<file path="config.mk">
export PLATFORM = sky130hd
export DESIGN_NAME = pc_queue_ctrl_flat
export DESIGN_NICKNAME = d
export VERILOG_FILES = /design/src/rtl/ps_pkg.sv /design/src/rtl/pc_queue_ctrl_if.sv /design/src/rtl/pc_queue_decode.sv /design/src/rtl/pc_queue_ctrl.sv /design/src/flat_wrapper.sv
export SDC_FILE = /design/constraint.sdc
export NUM_CORES = 1
export LEC_CHECK = 0
export ABC_AREA = 1
export CAP_MARGIN = 20
export CORE_ASPECT_RATIO = 1.25
export CORE_MARGIN = 2
export CORE_UTILIZATION = 30
export DETAILED_ROUTE_END_ITERATION = 12
export HOLD_SLACK_MARGIN = 0.03
export REMOVE_ABC_BUFFERS = 1
export SYNTH_ARGS = -nofsm -noshare
export SYNTH_HDL_FRONTEND = slang
export SYNTH_SLANG_ARGS = --single-unit
</file>
<file path="constraint.sdc">
create_clock -name clk -period 1.8 [get_ports clk]
set_input_delay 0.36 -clock clk [delete_from_list [all_inputs] [get_ports clk]]
set_output_delay 0.36 -clock clk [all_outputs]
set_load 0.03 [all_outputs]
</file>
<file path="src/rtl/ps_pkg.sv">
// Shared program-sequencer constants: queue opcodes and queue geometry.
package ps_pkg;

  localparam int unsigned DEPTH  = 4;
  localparam int unsigned PTR_W  = 2;
  localparam int unsigned CNT_W  = PTR_W + 1;

  localparam logic [7:0] OP_ENQ  = 8'hC8;
  localparam logic [7:0] OP_CLR  = 8'hCF;
  localparam logic [7:0] OP_DEQ  = 8'hD8;
  localparam logic [7:0] OP_DROP = 8'hDF;

  typedef logic [PTR_W-1:0] ptr_t;
  typedef logic [CNT_W-1:0] cnt_t;

endpackage

</file>
<file path="src/rtl/pc_queue_ctrl_if.sv">
// PC queue bus: sequencer drives ir/pc, queue returns data, pointers and flags.
interface pc_queue_ctrl_if;
  import ps_pkg::*;

  logic [7:0] ir;
  logic [7:0] pc;
  logic [7:0] q_data;
  logic       q_valid;
  ptr_t       head;
  ptr_t       tail;
  cnt_t       count;
  logic       full;
  logic       empty;
  logic       overflow;
  logic       underflow;

  modport master (
    output ir, pc,
    input  q_data, q_valid, head, tail, count, full, empty, overflow, underflow
  );

  modport slave (
    input  ir, pc,
    output q_data, q_valid, head, tail, count, full, empty, overflow, underflow
  );

endinterface

</file>
<file path="src/rtl/pc_queue_decode.sv">
// Combinational queue-opcode decoder; at most one strobe is ever high.
module pc_queue_decode
  import ps_pkg::*;
(
  input  logic [7:0] i_ir,
  output logic       o_enq,
  output logic       o_clr,
  output logic       o_deq,
  output logic       o_drop
);

  always_comb begin
    o_enq  = 1'b0;
    o_clr  = 1'b0;
    o_deq  = 1'b0;
    o_drop = 1'b0;
    case (i_ir)
      OP_ENQ:  o_enq  = 1'b1;
      OP_CLR:  o_clr  = 1'b1;
      OP_DEQ:  o_deq  = 1'b1;
      OP_DROP: o_drop = 1'b1;
      default: ;
    endcase
  end

endmodule

</file>
<file path="src/rtl/pc_queue_ctrl.sv">
// Four-entry circular PC buffer with head/tail/count tracking and sticky
// overflow/underflow flags, driven by opcodes decoded from the instruction word.
module pc_queue_ctrl
  import ps_pkg::*;
(
  input  logic            clk,
  input  logic            sync_reset,
  pc_queue_ctrl_if.slave  bus
);

  logic [7:0] r_mem [DEPTH];
  ptr_t       r_head;
  ptr_t       r_tail;
  cnt_t       r_count;
  logic [7:0] r_q_data;
  logic       r_q_valid;
  logic       r_overflow;
  logic       r_underflow;

  logic       w_enq;
  logic       w_clr;
  logic       w_deq;
  logic       w_drop;
  logic       w_full;
  logic       w_empty;
  logic       w_push;
  logic       w_pop;

  pc_queue_decode u_decode (
    .i_ir   (bus.ir),
    .o_enq  (w_enq),
    .o_clr  (w_clr),
    .o_deq  (w_deq),
    .o_drop (w_drop)
  );

  assign w_full  = (r_count == cnt_t'(DEPTH));
  assign w_empty = (r_count == '0);
  assign w_push  = w_enq && !w_full;
  assign w_pop   = (w_deq || w_drop) && !w_empty;

  // Storage carries no reset; entries are meaningful only once written.
  always_ff @(posedge clk) begin
    if (!sync_reset && w_push) begin
      r_mem[r_tail] <= bus.pc;
    end
  end

  always_ff @(posedge clk) begin
    if (sync_reset) begin
      r_head      <= '0;
      r_tail      <= '0;
      r_count     <= '0;
      r_q_data    <= '0;
      r_q_valid   <= 1'b0;
      r_overflow  <= 1'b0;
      r_underflow <= 1'b0;
    end else begin
      r_q_valid <= 1'b0;
      if (w_clr) begin
        r_head      <= '0;
        r_tail      <= '0;
        r_count     <= '0;
        r_overflow  <= 1'b0;
        r_underflow <= 1'b0;
      end else if (w_enq) begin
        if (w_full) begin
          r_overflow <= 1'b1;
        end else begin
          r_tail  <= r_tail + ptr_t'(1);
          r_count <= r_count + cnt_t'(1);
        end
      end else if (w_deq || w_drop) begin
        if (w_empty) begin
          r_underflow <= 1'b1;
        end else begin
          r_head  <= r_head + ptr_t'(1);
          r_count <= r_count - cnt_t'(1);
          if (w_deq) begin
            r_q_data  <= r_mem[r_head];
            r_q_valid <= 1'b1;
          end
        end
      end
    end
  end

  assign bus.q_data    = r_q_data;
  assign bus.q_valid   = r_q_valid;
  assign bus.head      = r_head;
  assign bus.tail      = r_tail;
  assign bus.count     = r_count;
  assign bus.full      = w_full;
  assign bus.empty     = w_empty;
  assign bus.overflow  = r_overflow;
  assign bus.underflow = r_underflow;

endmodule

</file>
<file path="src/flat_wrapper.sv">
// flat-port wrapper written by rule: the top's interface ports become plain ports
module pc_queue_ctrl_flat import ps_pkg::*;
  (clk, sync_reset, bus_ir, bus_pc, bus_q_data, bus_q_valid, bus_head, bus_tail, bus_count, bus_full, bus_empty, bus_overflow, bus_underflow);
  pc_queue_ctrl_if bus_i ();
  input  logic clk;
  input  logic sync_reset;
  input wire logic [$bits(bus_i.ir)-1:0] bus_ir;
  input wire logic [$bits(bus_i.pc)-1:0] bus_pc;
  output wire logic [$bits(bus_i.q_data)-1:0] bus_q_data;
  output wire logic [$bits(bus_i.q_valid)-1:0] bus_q_valid;
  output wire logic [$bits(bus_i.head)-1:0] bus_head;
  output wire logic [$bits(bus_i.tail)-1:0] bus_tail;
  output wire logic [$bits(bus_i.count)-1:0] bus_count;
  output wire logic [$bits(bus_i.full)-1:0] bus_full;
  output wire logic [$bits(bus_i.empty)-1:0] bus_empty;
  output wire logic [$bits(bus_i.overflow)-1:0] bus_overflow;
  output wire logic [$bits(bus_i.underflow)-1:0] bus_underflow;
  assign bus_i.ir = bus_ir;
  assign bus_i.pc = bus_pc;
  assign bus_q_data = bus_i.q_data;
  assign bus_q_valid = bus_i.q_valid;
  assign bus_head = bus_i.head;
  assign bus_tail = bus_i.tail;
  assign bus_count = bus_i.count;
  assign bus_full = bus_i.full;
  assign bus_empty = bus_i.empty;
  assign bus_overflow = bus_i.overflow;
  assign bus_underflow = bus_i.underflow;
  pc_queue_ctrl u_core (.clk(clk), .sync_reset(sync_reset), .bus(bus_i));
endmodule
</file>
==> qor.csv <==
metric,value,unit
clockBufferDepth,2,
synth_top_flop_cell,edfxtp_1,
postSynthCellCount,211,
rrSetupSlack,0.30,ns
grt_max_degree,19,
nNetsFinal,298,
wirelength,4.28,mm
die_area,0.00797,mm²
finalPower,1.94,mW
cts_buffers,5,
cellPowerDensity,659,mW/mm²
clock_latency,0.30,ns
htreeDepth,2,
initial_core_util,31.1,%
cts_tree,built,
postRouteAntennaNets,0,
overflow,0,
power_frac_seq,62.8,%
r2r_cells,8,
die_w,80.3,µm
grt_pass1_vias,1522,
p_sw,0.396,mW
clkTransAtPathRegs,0.09,ns
rsz0062_at_grt,true,
r2r_end,u_core.r_mem[2][7],
portBuffers,37,
grt_pass1_wl,6.94,mm
max_stage_delay,0.43,ns
vias,1572,
p_comb_share,5.1,%
setup_viol,0,
synth_area,0.00218,mm²
end_kind,register,
p_clk_share,32.1,%
synth.yosys.seq_area_share,60.6,%
vias_per_cell,4.30,
max_freq,577,MHz
first_pass_iters,4,
dp_worst_setup_slack,-0.303,ns
hold_start,u_core.bus.q_data[5],
hold_violations,0,
core.rowCount,34,
ir_drop,319,µV
fp.dieH,99.3,µm
yosysUniqueCellTypes,28,
cts_root_buffer,clkbuf_8,
gp_congestion,0.734,
synth_warnings,0,
post-route-period-util,96.3,%
syn2layout_area_growth,34.9,%
swShare,20.4,%
relSlewSlack,73.9,%
fin_area,0.00294,mm²
postSynthAreaPerCell,10.3,µm²
crit_family,simple AND/OR/NAND/NOR gates,
path_buf_inv,3,
io_pins,38,
worstPathCellList,"clkdlybuf4s50_1, nor2_2, nand2_4, nor2_8, inv_2, fa_2, inv_2, nand2_2, nand2_2, nand3_1, nand2_1, nor2_1",
post_dp_cell_area,0.00281,mm²
holdPathStages,2,
setup_slack,0.0661,ns
synth-edff-count,32,
drv_cap,0,
fin_worst_skew,0.00523,ns
ys_async_sr_fraction,0,%
layout-drive-gt1-share,21.7,%
dp_hpwl,3.10,mm
p_leak,1.21,nW
cp-start-kind,input port,
crit_required,2.00,ns
period_minus_slack,1.73,ns
slowest_stage,clkdlybuf4s50_1,
worstPathArrival,1.93,ns
clock-sinks,50,
drt_iter0_drc,102,
tightest_slew,0.391,ns
wire_per_inst,11.7,µm
drc_errors,0,
crit_fanout,4,
final_core_util,41.9,%
r2r_start,u_core.bus.count[2],
holdCritPathClass,register to register,
ctsHoldBuffers,0,
min_to,u_core.bus.q_data[5],
antenna_found_initial,0,
status,finished clean,
critical_path_class,input port to register,
drv_slew,0,
setup_tns,0,ns
internal_power,1.54,mW
diodes,0,
grtUsageTotal,11.4,%
ys_seq_elements,50,
placeableCoreArea,0.00702,mm²
[worst max-delay path by stage]
stage                        start                  end  cells after the start
4_1_cts        u_core.bus.count[0]         bus_count[0]                      2
5_1_grt                  bus_ir[5]  u_core.bus.count[2]                     12
3_5_place_dp             bus_ir[5]  u_core.bus.count[2]                     12
3_3_place_gp             bus_ir[6]  u_core.bus.count[2]                     13
6_report                 bus_ir[5]  u_core.bus.count[2]                     12
2_1_floorplan  u_core.bus.count[0]   u_core.r_mem[0][0]                      6
[placed cells by master (no fill, tap or decap), drive strengths merged]
master          n
o22ai           8
nand2          27
edfxtp         32
ha              4
dlymetal6s2s    7
clkdlybuf4s50  26
nand3           6
nor2           33
clkinvlp        2
o21a            1
fa              1
a21oi          15
clkbuf          6
buf            26
dlygate4sd2     3
o21ai          26
inv            33
nand3b          1
dfxtp          18
nor3            1
[cell type report]
cell class / instances / area, µm²
clock buffers: 6 / 72.6
flip-flops and latches: 50 / 1320
well taps: 90 / 113
repair buffers: 62 / 582
clock inverters: 2 / 15.0
fillers: 679 / 4080
multi-input cells: 123 / 714
inverters: 33 / 124
[layer usage]
layer  track usage [%]  wire [µm]  vias up
li1                  -          -      824
met1              13.0       1770      723
met2              20.8       2340       20
met3              2.18         96        5
met4              4.43         78        0
met5                 0          0        -
[registers in the layout, summed over array words and instances (netlist names)]
name	cells
u_core.r_mem	32
u_core.bus.q_data	8
u_core.bus.count	3
u_core.bus.head	2
u_core.bus.tail	2
u_core.bus.overflow	1
u_core.bus.q_valid	1
u_core.bus.underflow	1
[cell usage after synthesis, types with 2 or more instances]
cell type | n | area, µm²
edfxtp_1 | 32 | 961
inv_1 | 29 | 109
nor2_1 | 26 | 97.6
o21ai_0 | 23 | 115
nand2_1 | 20 | 75.1
dfxtp_1 | 18 | 360
a21oi_1 | 15 | 75.1
o22ai_1 | 8 | 50.1
nand3_1 | 5 | 25.0
nor2_2 | 5 | 31.3
ha_1 | 4 | 50.1
inv_2 | 4 | 15.0
nand2_2 | 3 | 18.8
nand2_4 | 3 | 33.8
buf_6 | 2 | 22.5
o21ai_1 | 2 | 10.0
[cell families (layout without fill, tap and decap cells)]
logic type / Yosys count / in the layout / synth area share, %
AOI/OAI and AO/OA: 50 / 50 / 12.2
and+or+nand+nor: 68 / 68 / 16.5
buffers and inverters: 38 / 103 / 7.51
adders and majority gates: 5 / 5 / 3.21
DFF: 50 / 50 / 60.6
[through the flow]
step	cells	hold WS, ns
after floorplan	206	0.459
final	366	0.445
after CTS	365	0.450
after global routing	366	0.475
after detailed placement	357	0.436
after global placement	357	0.433
[timing repair]
action,CTS,global route
setup buffers,0,1
cloned,0,0
pin swaps,0,4
setup endpoints to repair,3,37
gates resized for setup,3,14
[power groups by stage]
stage | Clock, mW | Combinational, mW | Sequential, mW
floorplan | 0 | 0.0296 | 1.25
global placement | 0 | 0.0977 | 1.24
detailed placement | 0 | 0.0992 | 1.24
CTS | 0.651 | 0.0994 | 1.22
global route | 0.693 | 0.111 | 1.22
finish | 0.623 | 0.0997 | 1.22
[tightest hold or removal path, stage by stage, from the launching register on]
cell     delay [ns]
dfxtp_1        0.32
inv_1          0.05
a21oi_1        0.05
Power figures use the tool's default switching activity.
